**config.mk**
```make
export PLATFORM = sky130hd
export DESIGN_NAME = axil_cmd_master_flat
export DESIGN_NICKNAME = d
export VERILOG_FILES = /design/src/rtl/axil_cmd_master_if.sv /design/src/rtl/axil_cmd_master.sv /design/src/flat_wrapper.sv
export SDC_FILE = /design/constraint.sdc
export NUM_CORES = 1
export LEC_CHECK = 0
export BUFFER_PORTS_ARGS = -buffer_cell sky130_fd_sc_hd__buf_2
export CORE_ASPECT_RATIO = 1.75
export CORE_MARGIN = 2
export CORE_UTILIZATION = 40
export CTS_CLUSTER_DIAMETER = 120
export CTS_CLUSTER_SIZE = 8
export DETAILED_ROUTE_END_ITERATION = 12
export PLACE_DENSITY = 0.7
export SKIP_LAST_GASP = 1
export SYNTH_ARGS = -nofsm -noshare
export SYNTH_HDL_FRONTEND = slang
export SYNTH_SLANG_ARGS = --single-unit
```
**constraint.sdc**
```tcl
create_clock -name clk_i -period 5.3 [get_ports clk_i]
set_input_delay 0.53 -clock clk_i [delete_from_list [all_inputs] [get_ports clk_i]]
set_output_delay 0.53 -clock clk_i [all_outputs]
set_load 0.005 [all_outputs]
```
**src/rtl/axil_cmd_master_if.sv**
```systemverilog
// AXI-Lite bus bundle shared by the command master and its register-file slave.
// Both sides are clocked by the master's clock/reset; the bundle carries no clock.
interface axil_if #(
    parameter int ADDR_WIDTH = 32,
    parameter int DATA_WIDTH = 32
) ();
    logic [ADDR_WIDTH-1:0]   awaddr;
    logic [2:0]              awprot;
    logic                    awvalid;
    logic                    awready;
    logic [DATA_WIDTH-1:0]   wdata;
    logic [DATA_WIDTH/8-1:0] wstrb;
    logic                    wvalid;
    logic                    wready;
    logic [1:0]              bresp;
    logic                    bvalid;
    logic                    bready;
    logic [ADDR_WIDTH-1:0]   araddr;
    logic [2:0]              arprot;
    logic                    arvalid;
    logic                    arready;
    logic [DATA_WIDTH-1:0]   rdata;
    logic [1:0]              rresp;
    logic                    rvalid;
    logic                    rready;

    modport master (
        output awaddr, awprot, awvalid, wdata, wstrb, wvalid, bready,
        output araddr, arprot, arvalid, rready,
        input  awready, wready, bresp, bvalid, arready, rdata, rresp, rvalid
    );

    modport slave (
        input  awaddr, awprot, awvalid, wdata, wstrb, wvalid, bready,
        input  araddr, arprot, arvalid, rready,
        output awready, wready, bresp, bvalid, arready, rdata, rresp, rvalid
    );
endinterface

```
**src/rtl/axil_cmd_master.sv**
```systemverilog
// Single-outstanding command-to-AXI-Lite bridge with a per-transaction timeout.
// All outputs, including the AXI valid/ready lines, come straight from registers.
module axil_cmd_master #(
    parameter int ADDR_WIDTH = 32,
    parameter int DATA_WIDTH = 32,
    parameter int TIMEOUT    = 1024
) (
    input  logic                    clk_i,
    input  logic                    rstn_i,
    input  logic                    cmd_valid_i,
    output logic                    cmd_ready_o,
    input  logic                    cmd_we_i,
    input  logic [ADDR_WIDTH-1:0]   cmd_addr_i,
    input  logic [DATA_WIDTH-1:0]   cmd_wdata_i,
    input  logic [DATA_WIDTH/8-1:0] cmd_wstrb_i,
    output logic                    rsp_valid_o,
    input  logic                    rsp_ready_i,
    output logic [DATA_WIDTH-1:0]   rsp_rdata_o,
    output logic [1:0]              rsp_resp_o,
    output logic                    rsp_timeout_o,
    axil_if.master                  m_axil
);
    localparam logic [2:0] S_IDLE    = 3'd0;
    localparam logic [2:0] S_WR_REQ  = 3'd1;
    localparam logic [2:0] S_WR_RESP = 3'd2;
    localparam logic [2:0] S_RD_REQ  = 3'd3;
    localparam logic [2:0] S_RD_RESP = 3'd4;
    localparam logic [2:0] S_RSP     = 3'd5;

    localparam logic [15:0] TMO_LAST = 16'(TIMEOUT - 1);

    logic [2:0]              state_r;
    logic [15:0]             cnt_r;
    logic                    cmd_ready_r;
    logic [ADDR_WIDTH-1:0]   addr_r;
    logic [DATA_WIDTH-1:0]   wdata_r;
    logic [DATA_WIDTH/8-1:0] wstrb_r;
    logic                    awvalid_r;
    logic                    wvalid_r;
    logic                    bready_r;
    logic                    arvalid_r;
    logic                    rready_r;
    logic                    rsp_valid_r;
    logic [DATA_WIDTH-1:0]   rsp_rdata_r;
    logic [1:0]              rsp_resp_r;
    logic                    rsp_timeout_r;

    logic aw_left_s;
    logic w_left_s;
    logic tmo_s;

    // A channel is still outstanding after this cycle only if its valid misses ready.
    assign aw_left_s = awvalid_r & ~m_axil.awready;
    assign w_left_s  = wvalid_r & ~m_axil.wready;
    assign tmo_s     = (cnt_r == TMO_LAST);

    // Transaction sequencer: command capture, AXI phases, timeout abort, response hold.
    always_ff @(posedge clk_i or negedge rstn_i) begin
        if (!rstn_i) begin
            state_r       <= S_IDLE;
            cnt_r         <= 16'd0;
            cmd_ready_r   <= 1'b0;
            addr_r        <= '0;
            wdata_r       <= '0;
            wstrb_r       <= '0;
            awvalid_r     <= 1'b0;
            wvalid_r      <= 1'b0;
            bready_r      <= 1'b0;
            arvalid_r     <= 1'b0;
            rready_r      <= 1'b0;
            rsp_valid_r   <= 1'b0;
            rsp_rdata_r   <= '0;
            rsp_resp_r    <= 2'b00;
            rsp_timeout_r <= 1'b0;
        end else begin
            case (state_r)
                S_IDLE: begin
                    if (cmd_valid_i && cmd_ready_r) begin
                        cmd_ready_r <= 1'b0;
                        addr_r      <= cmd_addr_i;
                        wdata_r     <= cmd_wdata_i;
                        wstrb_r     <= cmd_wstrb_i;
                        cnt_r       <= 16'd0;
                        if (cmd_we_i) begin
                            state_r   <= S_WR_REQ;
                            awvalid_r <= 1'b1;
                            wvalid_r  <= 1'b1;
                        end else begin
                            state_r   <= S_RD_REQ;
                            arvalid_r <= 1'b1;
                        end
                    end else begin
                        cmd_ready_r <= 1'b1;
                    end
                end
                S_WR_REQ: begin
                    cnt_r <= cnt_r + 16'd1;
                    if (!aw_left_s) awvalid_r <= 1'b0;
                    if (!w_left_s)  wvalid_r  <= 1'b0;
                    if (!aw_left_s && !w_left_s) begin
                        state_r  <= S_WR_RESP;
                        bready_r <= 1'b1;
                    end else if (tmo_s) begin
                        awvalid_r     <= 1'b0;
                        wvalid_r      <= 1'b0;
                        state_r       <= S_RSP;
                        rsp_valid_r   <= 1'b1;
                        rsp_resp_r    <= 2'b10;
                        rsp_rdata_r   <= '0;
                        rsp_timeout_r <= 1'b1;
                    end
                end
                S_WR_RESP: begin
                    cnt_r <= cnt_r + 16'd1;
                    if (m_axil.bvalid) begin
                        bready_r      <= 1'b0;
                        state_r       <= S_RSP;
                        rsp_valid_r   <= 1'b1;
                        rsp_resp_r    <= m_axil.bresp;
                        rsp_rdata_r   <= '0;
                        rsp_timeout_r <= 1'b0;
                    end else if (tmo_s) begin
                        bready_r      <= 1'b0;
                        state_r       <= S_RSP;
                        rsp_valid_r   <= 1'b1;
                        rsp_resp_r    <= 2'b10;
                        rsp_rdata_r   <= '0;
                        rsp_timeout_r <= 1'b1;
                    end
                end
                S_RD_REQ: begin
                    cnt_r <= cnt_r + 16'd1;
                    if (m_axil.arready) begin
                        arvalid_r <= 1'b0;
                        rready_r  <= 1'b1;
                        state_r   <= S_RD_RESP;
                    end else if (tmo_s) begin
                        arvalid_r     <= 1'b0;
                        state_r       <= S_RSP;
                        rsp_valid_r   <= 1'b1;
                        rsp_resp_r    <= 2'b10;
                        rsp_rdata_r   <= '0;
                        rsp_timeout_r <= 1'b1;
                    end
                end
                S_RD_RESP: begin
                    cnt_r <= cnt_r + 16'd1;
                    if (m_axil.rvalid) begin
                        rready_r      <= 1'b0;
                        state_r       <= S_RSP;
                        rsp_valid_r   <= 1'b1;
                        rsp_resp_r    <= m_axil.rresp;
                        rsp_rdata_r   <= m_axil.rdata;
                        rsp_timeout_r <= 1'b0;
                    end else if (tmo_s) begin
                        rready_r      <= 1'b0;
                        state_r       <= S_RSP;
                        rsp_valid_r   <= 1'b1;
                        rsp_resp_r    <= 2'b10;
                        rsp_rdata_r   <= '0;
                        rsp_timeout_r <= 1'b1;
                    end
                end
                S_RSP: begin
                    if (rsp_ready_i) begin
                        rsp_valid_r <= 1'b0;
                        cmd_ready_r <= 1'b1;
                        state_r     <= S_IDLE;
                    end
                end
                default: begin
                    state_r     <= S_IDLE;
                    cmd_ready_r <= 1'b0;
                    awvalid_r   <= 1'b0;
                    wvalid_r    <= 1'b0;
                    bready_r    <= 1'b0;
                    arvalid_r   <= 1'b0;
                    rready_r    <= 1'b0;
                    rsp_valid_r <= 1'b0;
                end
            endcase
        end
    end

    assign cmd_ready_o   = cmd_ready_r;
    assign rsp_valid_o   = rsp_valid_r;
    assign rsp_rdata_o   = rsp_rdata_r;
    assign rsp_resp_o    = rsp_resp_r;
    assign rsp_timeout_o = rsp_timeout_r;

    assign m_axil.awaddr  = addr_r;
    assign m_axil.awprot  = 3'b000;
    assign m_axil.awvalid = awvalid_r;
    assign m_axil.wdata   = wdata_r;
    assign m_axil.wstrb   = wstrb_r;
    assign m_axil.wvalid  = wvalid_r;
    assign m_axil.bready  = bready_r;
    assign m_axil.araddr  = addr_r;
    assign m_axil.arprot  = 3'b000;
    assign m_axil.arvalid = arvalid_r;
    assign m_axil.rready  = rready_r;
endmodule

```
**src/flat_wrapper.sv**
```systemverilog
// flat-port wrapper written by rule: the top's interface ports become plain ports
module axil_cmd_master_flat 
#(
    parameter int ADDR_WIDTH = 32,
    parameter int DATA_WIDTH = 32,
    parameter int TIMEOUT    = 1024
)
  (clk_i, rstn_i, cmd_valid_i, cmd_ready_o, cmd_we_i, cmd_addr_i, cmd_wdata_i, cmd_wstrb_i, rsp_valid_o, rsp_ready_i, rsp_rdata_o, rsp_resp_o, rsp_timeout_o, m_axil_awaddr, m_axil_awprot, m_axil_awvalid, m_axil_wdata, m_axil_wstrb, m_axil_wvalid, m_axil_bready, m_axil_araddr, m_axil_arprot, m_axil_arvalid, m_axil_rready, m_axil_awready, m_axil_wready, m_axil_bresp, m_axil_bvalid, m_axil_arready, m_axil_rdata, m_axil_rresp, m_axil_rvalid);
  axil_if #(.ADDR_WIDTH(ADDR_WIDTH), .DATA_WIDTH(DATA_WIDTH)) m_axil_i ();
  input  logic clk_i;
  input  logic rstn_i;
  input  logic cmd_valid_i;
  output logic cmd_ready_o;
  input  logic cmd_we_i;
  input  logic [ADDR_WIDTH-1:0] cmd_addr_i;
  input  logic [DATA_WIDTH-1:0] cmd_wdata_i;
  input  logic [DATA_WIDTH/8-1:0] cmd_wstrb_i;
  output logic rsp_valid_o;
  input  logic rsp_ready_i;
  output logic [DATA_WIDTH-1:0] rsp_rdata_o;
  output logic [1:0] rsp_resp_o;
  output logic rsp_timeout_o;
  output wire logic [$bits(m_axil_i.awaddr)-1:0] m_axil_awaddr;
  output wire logic [$bits(m_axil_i.awprot)-1:0] m_axil_awprot;
  output wire logic [$bits(m_axil_i.awvalid)-1:0] m_axil_awvalid;
  output wire logic [$bits(m_axil_i.wdata)-1:0] m_axil_wdata;
  output wire logic [$bits(m_axil_i.wstrb)-1:0] m_axil_wstrb;
  output wire logic [$bits(m_axil_i.wvalid)-1:0] m_axil_wvalid;
  output wire logic [$bits(m_axil_i.bready)-1:0] m_axil_bready;
  output wire logic [$bits(m_axil_i.araddr)-1:0] m_axil_araddr;
  output wire logic [$bits(m_axil_i.arprot)-1:0] m_axil_arprot;
  output wire logic [$bits(m_axil_i.arvalid)-1:0] m_axil_arvalid;
  output wire logic [$bits(m_axil_i.rready)-1:0] m_axil_rready;
  input wire logic [$bits(m_axil_i.awready)-1:0] m_axil_awready;
  input wire logic [$bits(m_axil_i.wready)-1:0] m_axil_wready;
  input wire logic [$bits(m_axil_i.bresp)-1:0] m_axil_bresp;
  input wire logic [$bits(m_axil_i.bvalid)-1:0] m_axil_bvalid;
  input wire logic [$bits(m_axil_i.arready)-1:0] m_axil_arready;
  input wire logic [$bits(m_axil_i.rdata)-1:0] m_axil_rdata;
  input wire logic [$bits(m_axil_i.rresp)-1:0] m_axil_rresp;
  input wire logic [$bits(m_axil_i.rvalid)-1:0] m_axil_rvalid;
  assign m_axil_awaddr = m_axil_i.awaddr;
  assign m_axil_awprot = m_axil_i.awprot;
  assign m_axil_awvalid = m_axil_i.awvalid;
  assign m_axil_wdata = m_axil_i.wdata;
  assign m_axil_wstrb = m_axil_i.wstrb;
  assign m_axil_wvalid = m_axil_i.wvalid;
  assign m_axil_bready = m_axil_i.bready;
  assign m_axil_araddr = m_axil_i.araddr;
  assign m_axil_arprot = m_axil_i.arprot;
  assign m_axil_arvalid = m_axil_i.arvalid;
  assign m_axil_rready = m_axil_i.rready;
  assign m_axil_i.awready = m_axil_awready;
  assign m_axil_i.wready = m_axil_wready;
  assign m_axil_i.bresp = m_axil_bresp;
  assign m_axil_i.bvalid = m_axil_bvalid;
  assign m_axil_i.arready = m_axil_arready;
  assign m_axil_i.rdata = m_axil_rdata;
  assign m_axil_i.rresp = m_axil_rresp;
  assign m_axil_i.rvalid = m_axil_rvalid;
  axil_cmd_master #(.ADDR_WIDTH(ADDR_WIDTH), .DATA_WIDTH(DATA_WIDTH), .TIMEOUT(TIMEOUT)) u_core (.clk_i(clk_i), .rstn_i(rstn_i), .cmd_valid_i(cmd_valid_i), .cmd_ready_o(cmd_ready_o), .cmd_we_i(cmd_we_i), .cmd_addr_i(cmd_addr_i), .cmd_wdata_i(cmd_wdata_i), .cmd_wstrb_i(cmd_wstrb_i), .rsp_valid_o(rsp_valid_o), .rsp_ready_i(rsp_ready_i), .rsp_rdata_o(rsp_rdata_o), .rsp_resp_o(rsp_resp_o), .rsp_timeout_o(rsp_timeout_o), .m_axil(m_axil_i));
endmodule
```
==> summary.md, run 1 <==
| Metric | Value |
|---|---|
| Hold Violations, Final | `0` |
| Routed WL | `14400 um` |
| CP startpoint kind | `flop` |
| Design internal power | `3.00 mW` |
| Finished Layout Cells | `860` |
| Reg2Reg Depth | `5` |
| Initial core utilization | `40.8%` |
| First-pass GRT wire length | `22000 um` |
| TritonCTS Buffers | `17` |
| CTS hold repair buffers | `0` |
| Max-Slew Margin vs Limit | `24.0%` |
| Area share of the leading cell type in the synthesized netlist | `55.1%` |
| Die footprint | `15700 um^2` |
| Core area | `14400 um^2` |
| Design area | `7520 um^2` |
| Leakage | `3.66 nW` |
| Clock skew after layout | `0.0137 ns` |
| Post-synth top cells | `dfrtp_1, mux2_2, buf_4, a32o_1, a21oi_1` |
| Critical path's slowest cell | `dfrtp_1` |
| Synth Register Bits | `129` |
| DRC Markers | `0` |
| Final ANT Viol Nets | `0` |
| PortBufs | `255` |
| Area grow syn2layout | `28.3%` |
| CP bufs+invs | `2` |
| Largest net degree at the start of global routing | `68` |
| Skew-Pair Late Insertion Delay | `0.40 ns` |
| Layout cell share with drive strength beyond 1 | `55.2%` |
| Clock root buffer | `clkbuf_16` |
| Die Height | `164 um` |
| Sequential power share | `38.6%` |
| # fillers | `1272` |
| WL/cell | `16.8 um` |
| Sequential area share after synthesis | `55.1%` |
| Syn avg cell area | `13.0 um^2` |
| Synth Flop Type | `dfrtp_1` |
| Placed cell area | `6920 um^2` |
| CTS resizes | `0` |
| Net Sw Power | `1.47 mW` |
| Dpl ws | `2.52 ns` |
| CP Max Fanout | `53` |
| Kind of critical path | `flop to flop` |
| Setup TNS Final | `0 ns` |
| Max Freq | `362 MHz` |
| Gate Count Post-Synth | `450` |
| TritonCTS clock tree | `built` |
| Clock share of power | `26.2%` |
| Hold Path Class | `input port to async pin` |
| # nets final | `783` |
| Total power | `4.47 mW` |
| Slowest stage delay, CP | `0.64 ns` |
| Crit path capture | `u_core.m_axil.araddr[4]$_DFFE_PN0P_` |
| Number of instances in the placed design | `827` |
| Required @ worst endpoint | `5.58 ns` |
| Ys async rst share | `100%` |
| CP Capture Type | `flop` |
| Critical Path Source | `u_core.state_r[1]$_DFFE_PN0P_` |
| Hold slack | `0.192 ns` |
| Netlist cell types | `65` |
| VDD IR-drop max | `0.338 mV` |
| Tcrit/Tclk final | `52.1%` |
| Sw Ratio | `32.9%` |
| Die W | `95.5 um` |
| Reg2reg end | `u_core.m_axil.araddr[4]$_DFFE_PN0P_` |
| Maxcap violations | `0` |
| Vias/cell | `5.28` |
| Max-slew violation count | `0` |
| Reg-to-reg startpoint | `u_core.state_r[1]$_DFFE_PN0P_` |
| First drt pass iteration count | `5` |
| Status | `finished, final reports clean` |
| Count leader, synth | `dfrtp_1` |
| Worst R2R Setup Slack | `2.54 ns` |
| Routed vias | `4539` |
| CTS clock-pin slew for the worst setup and hold paths | `0.07 ns` |
| I/O Pins | `262` |
| CTS sink cnt | `129` |
| Final setup viols | `0` |
| Max clock buf depth | `2` |
| Slew @ Worst Pin | `1.14 ns` |
| Synth area leaders | `dfrtp_1, mux2_2, a32o_1, buf_4, a21oi_1` |
| RSZ-0062 raised after global routing | `false` |
| CP Depth | `5` |
| Grt total ovfl | `0` |
| Final Critical Period | `2.76 ns` |
| Min setup slack post-route | `2.54 ns` |
| Initial antenna violation count | `0` |
| Power Dens Cells | `595 nW/um^2` |
| Post-synth EDFFs | `0` |
| Post-synth top area cell | `dfrtp_1` |
| Num rows | `58` |
| Netlist Area Pre-Place | `5860 um^2` |
| Htree depth | `4` |
| Combinational share of power | `35.1%` |
| Cell family with most CP delay | `buffers and inverters` |
| Drt initial violations | `147` |
| Post-CTS Setup Inserts | `0` |
| CP Data Arrival Time | `3.04 ns` |
| Via count of the first global-routing pass | `4617` |
| Synth warn | `0` |
| Crit-path cells | `inv_1 -> nand3_1 -> nor2_4 -> buf_4 -> mux2_2` |
| Dpl hpwl | `10800 um` |
| Gpl congestion | `0.847` |
| Total GRT Usage | `17.9%` |
| Final core occ | `52.3%` |
==> cell usage in the layout (no fill, tap or decap), types with 2 or more instances in the layout <==
| cell type | instances |
|---|---|
| a21boi_0 | 2 |
| a21oi_1 | 19 |
| a221o_2 | 2 |
| a22o_1 | 4 |
| a32o_1 | 33 |
| and2_1 | 3 |
| and2b_1 | 2 |
| buf_2 | 254 |
| buf_4 | 5 |
| bufinv_16 | 2 |
| clkbuf_16 | 17 |
| clkinvlp_4 | 3 |
| conb_1 | 6 |
| dfrtp_1 | 129 |
| ha_1 | 3 |
| inv_1 | 7 |
| inv_6 | 5 |
| inv_8 | 3 |
| mux2_2 | 69 |
| mux2i_1 | 2 |
| nand2_1 | 9 |
| nand3_1 | 7 |
| nand3b_1 | 3 |
| nor2_1 | 10 |
| nor3_1 | 2 |
| o2111ai_1 | 2 |
| o211ai_1 | 4 |
| o21a_1 | 2 |
| o21ai_0 | 16 |
| o31ai_1 | 6 |
| or3_1 | 7 |
| or4_1 | 3 |
| xor2_1 | 2 |
==> registers in the layout (all words and copies together) (netlist names) <==
name,flops
u_core.m_axil.rready,1
u_core.m_axil.wvalid,1
u_core.rsp_valid_o,1
u_core.m_axil.arvalid,1
u_core.rsp_rdata_o,32
u_core.m_axil.wstrb,4
u_core.cmd_ready_o,1
u_core.state_r,3
u_core.m_axil.araddr,32
u_core.rsp_resp_o,2
u_core.m_axil.awvalid,1
u_core.rsp_timeout_o,1
u_core.m_axil.wdata,32
u_core.cnt_r,16
u_core.m_axil.bready,1
==> worst min path at each step <==
stage,depth (start not counted),startpoint,slack (ns),endpoint
floorplan,0,rstn_i,0.23,u_core.cmd_ready_o$_DFFE_PN0P_
global placement,1,u_core.m_axil.wdata[22]$_DFFE_PN0P_,0.49,u_core.m_axil.wdata[22]$_DFFE_PN0P_
detailed placement,1,u_core.m_axil.wdata[21]$_DFFE_PN0P_,0.49,u_core.m_axil.wdata[21]$_DFFE_PN0P_
CTS,1,rstn_i,0.22,u_core.m_axil.wdata[15]$_DFFE_PN0P_
global route,1,rstn_i,0.26,u_core.m_axil.wdata[15]$_DFFE_PN0P_
finish,1,rstn_i,0.19,u_core.m_axil.wdata[15]$_DFFE_PN0P_
==> area by class of cell <==
| type | count | area, um^2 | share of cell area, % |
|---|---|---|---|
| inverter | 8 | 30.0 | 0.400 |
| clock buffer | 18 | 429 | 5.71 |
| multi-input combinational | 251 | 2120 | 28.3 |
| timing repair buffer | 259 | 1310 | 17.4 |
| sequential | 129 | 3230 | 42.9 |
| clock inverter | 14 | 169 | 2.25 |
| antenna | 1 | 2.50 | 0.0333 |
| tap | 180 | 225 | 3.00 |
==> worst reg2reg max path, stage by stage (launching register included) <==
cell and delay [ns]:
dfrtp_1 0.64, inv_1 0.26, nand3_1 0.20, nor2_4 0.46
buf_4 0.64, mux2_2 0.43
==> metal layers <==
metal,up-vias,GRT usage [%],routed length (um)
li1,2070,-,-
met1,2263,20.3,5420
met2,176,31.5,7880
met3,30,3.53,701
met4,0,9.09,439
met5,-,0,0
==> power by group through the flow <==
stage	combinational, mW	clock, mW	sequential [mW]
4_1_cts	1.59	1.20	1.73
2_1_floorplan	1.02	0	1.71
3_5_place_dp	1.59	0	1.75
6_report	1.57	1.17	1.73
5_1_grt	1.72	1.25	1.79
3_3_place_gp	1.54	0	1.71
==> cell families (layout without fill, tap and decap cells) <==
family	count (synthesis)	after routing	synth area share (%)
buf+inv	75	299	9.34
flops	129	129	55.1
compound gates	104	104	13.7
fa+ha+maj	3	3	0.641
xor+xnor	3	3	0.449
other cells	1	7	0.0640
mux	71	71	13.6
simple gates	64	64	7.05
(Power assumes the default switching activity.)
==> run 2, diff against run 1 <==
==> constraint.sdc (replaced) <==
create_clock -name clk_i -period 2.9 [get_ports clk_i]
set_input_delay 0.29 -clock clk_i [delete_from_list [all_inputs] [get_ports clk_i]]
set_output_delay 0.29 -clock clk_i [all_outputs]
set_load 0.005 [all_outputs]
==> summary.md, run 2 (synthesis results as in run 1) <==
| Metric | Value |
|---|---|
| Die footprint | `15700 um^2` |
| First drt pass iteration count | `4` |
| Hold depth | `2` |
| TritonCTS Buffers | `17` |
| CTS clock-pin slew for the worst setup and hold paths | `0.06 ns` |
| Finished Layout Cells | `865` |
| Status | `finished, final reports clean` |
| Die W | `95.5 um` |
| Grt total ovfl | `0` |
| Register area | `3230 um^2` |
| Die Height | `164 um` |
| Max-slew violation count | `0` |
| WL/cell | `17.0 um` |
| CP Data Arrival Time | `2.77 ns` |
| RSZ-0062 raised after global routing | `false` |
| Max Freq | `408 MHz` |
| Critical path's slowest cell | `dfrtp_1` |
| Number of instances in the placed design | `832` |
| Leading cell type in the layout, fill and taps excluded | `buf_2` |
| Core area | `14400 um^2` |
| Hold EP | `u_core.rsp_rdata_o[14]$_DFFE_PN0P_` |
| CP startpoint kind | `flop` |
| Drt initial violations | `162` |
| Post-CTS Setup Inserts | `0` |
| Slowest stage delay, CP | `0.82 ns` |
| Hold slack | `0.102 ns` |
| CP Max Fanout | `24` |
| Num rows | `58` |
| Crit-path cells | `ha_1 -> o211ai_1 -> or4_1 -> a21oi_1` |
| CP Capture Type | `flop` |
| I/O Pins | `262` |
| Tcrit/Tclk final | `84.6%` |
| Skew-Pair Late Insertion Delay | `0.41 ns` |
| CTS sink cnt | `129` |
| Required @ worst endpoint | `3.22 ns` |
| Gpl congestion | `0.853` |
| Setup TNS Final | `0 ns` |
| Initial antenna violation count | `0` |
| Largest net degree at the start of global routing | `68` |
| Final setup viols | `0` |
| Reg2reg end | `u_core.cnt_r[15]$_DFFE_PN0P_` |
| Final Critical Period | `2.45 ns` |
| Max-Slew Margin vs Limit | `27.1%` |
| Hold Violations, Final | `0` |
| Vias/cell | `5.25` |
| Kind of critical path | `flop to flop` |
| VDD IR-drop max | `0.525 mV` |
| Reg-to-reg startpoint | `u_core.state_r[1]$_DFFE_PN0P_` |
| Multi-input gate area | `2120 um^2` |
| TritonCTS clock tree | `built` |
| Routed vias | `4543` |
| Initial core utilization | `40.8%` |
| # fillers | `1270` |
| Maxcap violations | `0` |
| # nets final | `789` |
| Max clock buf depth | `2` |
| Clock root buffer | `clkbuf_16` |
| Hold Path Class | `input port to flop` |
| PortBufs | `255` |
| Routed WL | `14700 um` |
| Clock skew after layout | `0.0138 ns` |
| Layout cell share with drive strength beyond 1 | `55.3%` |
| Critical Path Source | `u_core.state_r[1]$_DFFE_PN0P_` |
| Most frequent cells in the layout | `buf_2, dfrtp_1, mux2_2, a32o_1, a21oi_1` |
| Ant. Diodes | `0` |
| First-pass GRT wire length | `22400 um` |
| Slew @ Worst Pin | `1.09 ns` |
| Leakage | `3.68 nW` |
| Final ANT Viol Nets | `0` |
| Power Dens Cells | `1080 nW/um^2` |
| Worst R2R Setup Slack | `0.45 ns` |
| Area grow syn2layout | `29.3%` |
| Total GRT Usage | `18.5%` |
| Final core occ | `52.7%` |
| DRC Markers | `0` |
| Dpl hpwl | `11000 um` |
| Htree depth | `4` |
| HP Start | `m_axil_rdata[14]` |
| Via count of the first global-routing pass | `4498` |
| Reg2Reg Depth | `4` |
run 2: worst max-delay path, delay by kind of cell (launching register included):
| family | cells | cell delay, ns |
|---|---|---|
| AND/OR/NAND/NOR | 1 | 0.56 |
| flip-flops | 1 | 0.82 |
| adder cells (fa/ha/maj) | 1 | 0.48 |
| AO/OA/AOI/OAI | 2 | 0.52 |
run 2: worst max-delay path by stage:
stage	endpoint	cells past startpoint	slack [ns]
after floorplan	u_core.cnt_r[12]$_DFFE_PN0P_	7	1.00
after global placement	u_core.cnt_r[15]$_DFFE_PN0P_	4	0.57
final	u_core.cnt_r[15]$_DFFE_PN0P_	4	0.45
after global routing	u_core.cnt_r[15]$_DFFE_PN0P_	4	0.27
after CTS	u_core.rsp_timeout_o$_DFFE_PN0P_	4	0.48
after detailed placement	u_core.rsp_timeout_o$_DFFE_PN0P_	4	0.50
run 2: metrics by stage:
| step | setup WS (ns) | cell area [um^2] | total power [mW] |
|---|---|---|---|
| after floorplan | 1.00 | 5880 | 4.99 |
| after global placement | 0.570 | 6980 | 6.00 |
| after detailed placement | 0.500 | 6980 | 6.13 |
| after CTS | 0.484 | 7570 | 8.30 |
| after global routing | 0.275 | 7570 | 8.75 |
| final | 0.447 | 7570 | 8.19 |
run 2: per-layer routing:
metal	global-route usage, %	part of all wire [%]
met1	21.3	37
met2	31.4	53
met3	4.08	6.1
met4	10.0	3.9
met5	0	0
run 2: report_power, final:
group          switching [mW]  internal [mW]  leakage, nW
clock network           0.833           1.28        0.270
registers               0.540           2.59         1.60
logic                    1.32           1.62         1.82
run 2: layout make-up:
| class | count | area share, % |
|---|---|---|
| inverters | 8 | 0.396 |
| repair buffers | 265 | 18.2 |
| well taps | 180 | 2.97 |
| flip-flops and latches | 129 | 42.6 |
| clock buffers | 19 | 5.72 |
| multi-input cells | 251 | 28.0 |
| clock inverters | 13 | 2.02 |
run 2: timing repair:
item / 4_1_cts / 5_1_grt
gates resized for setup: 0 / 0
hold buffers: 1 / 0
hold endpoints to repair: 24 / 0
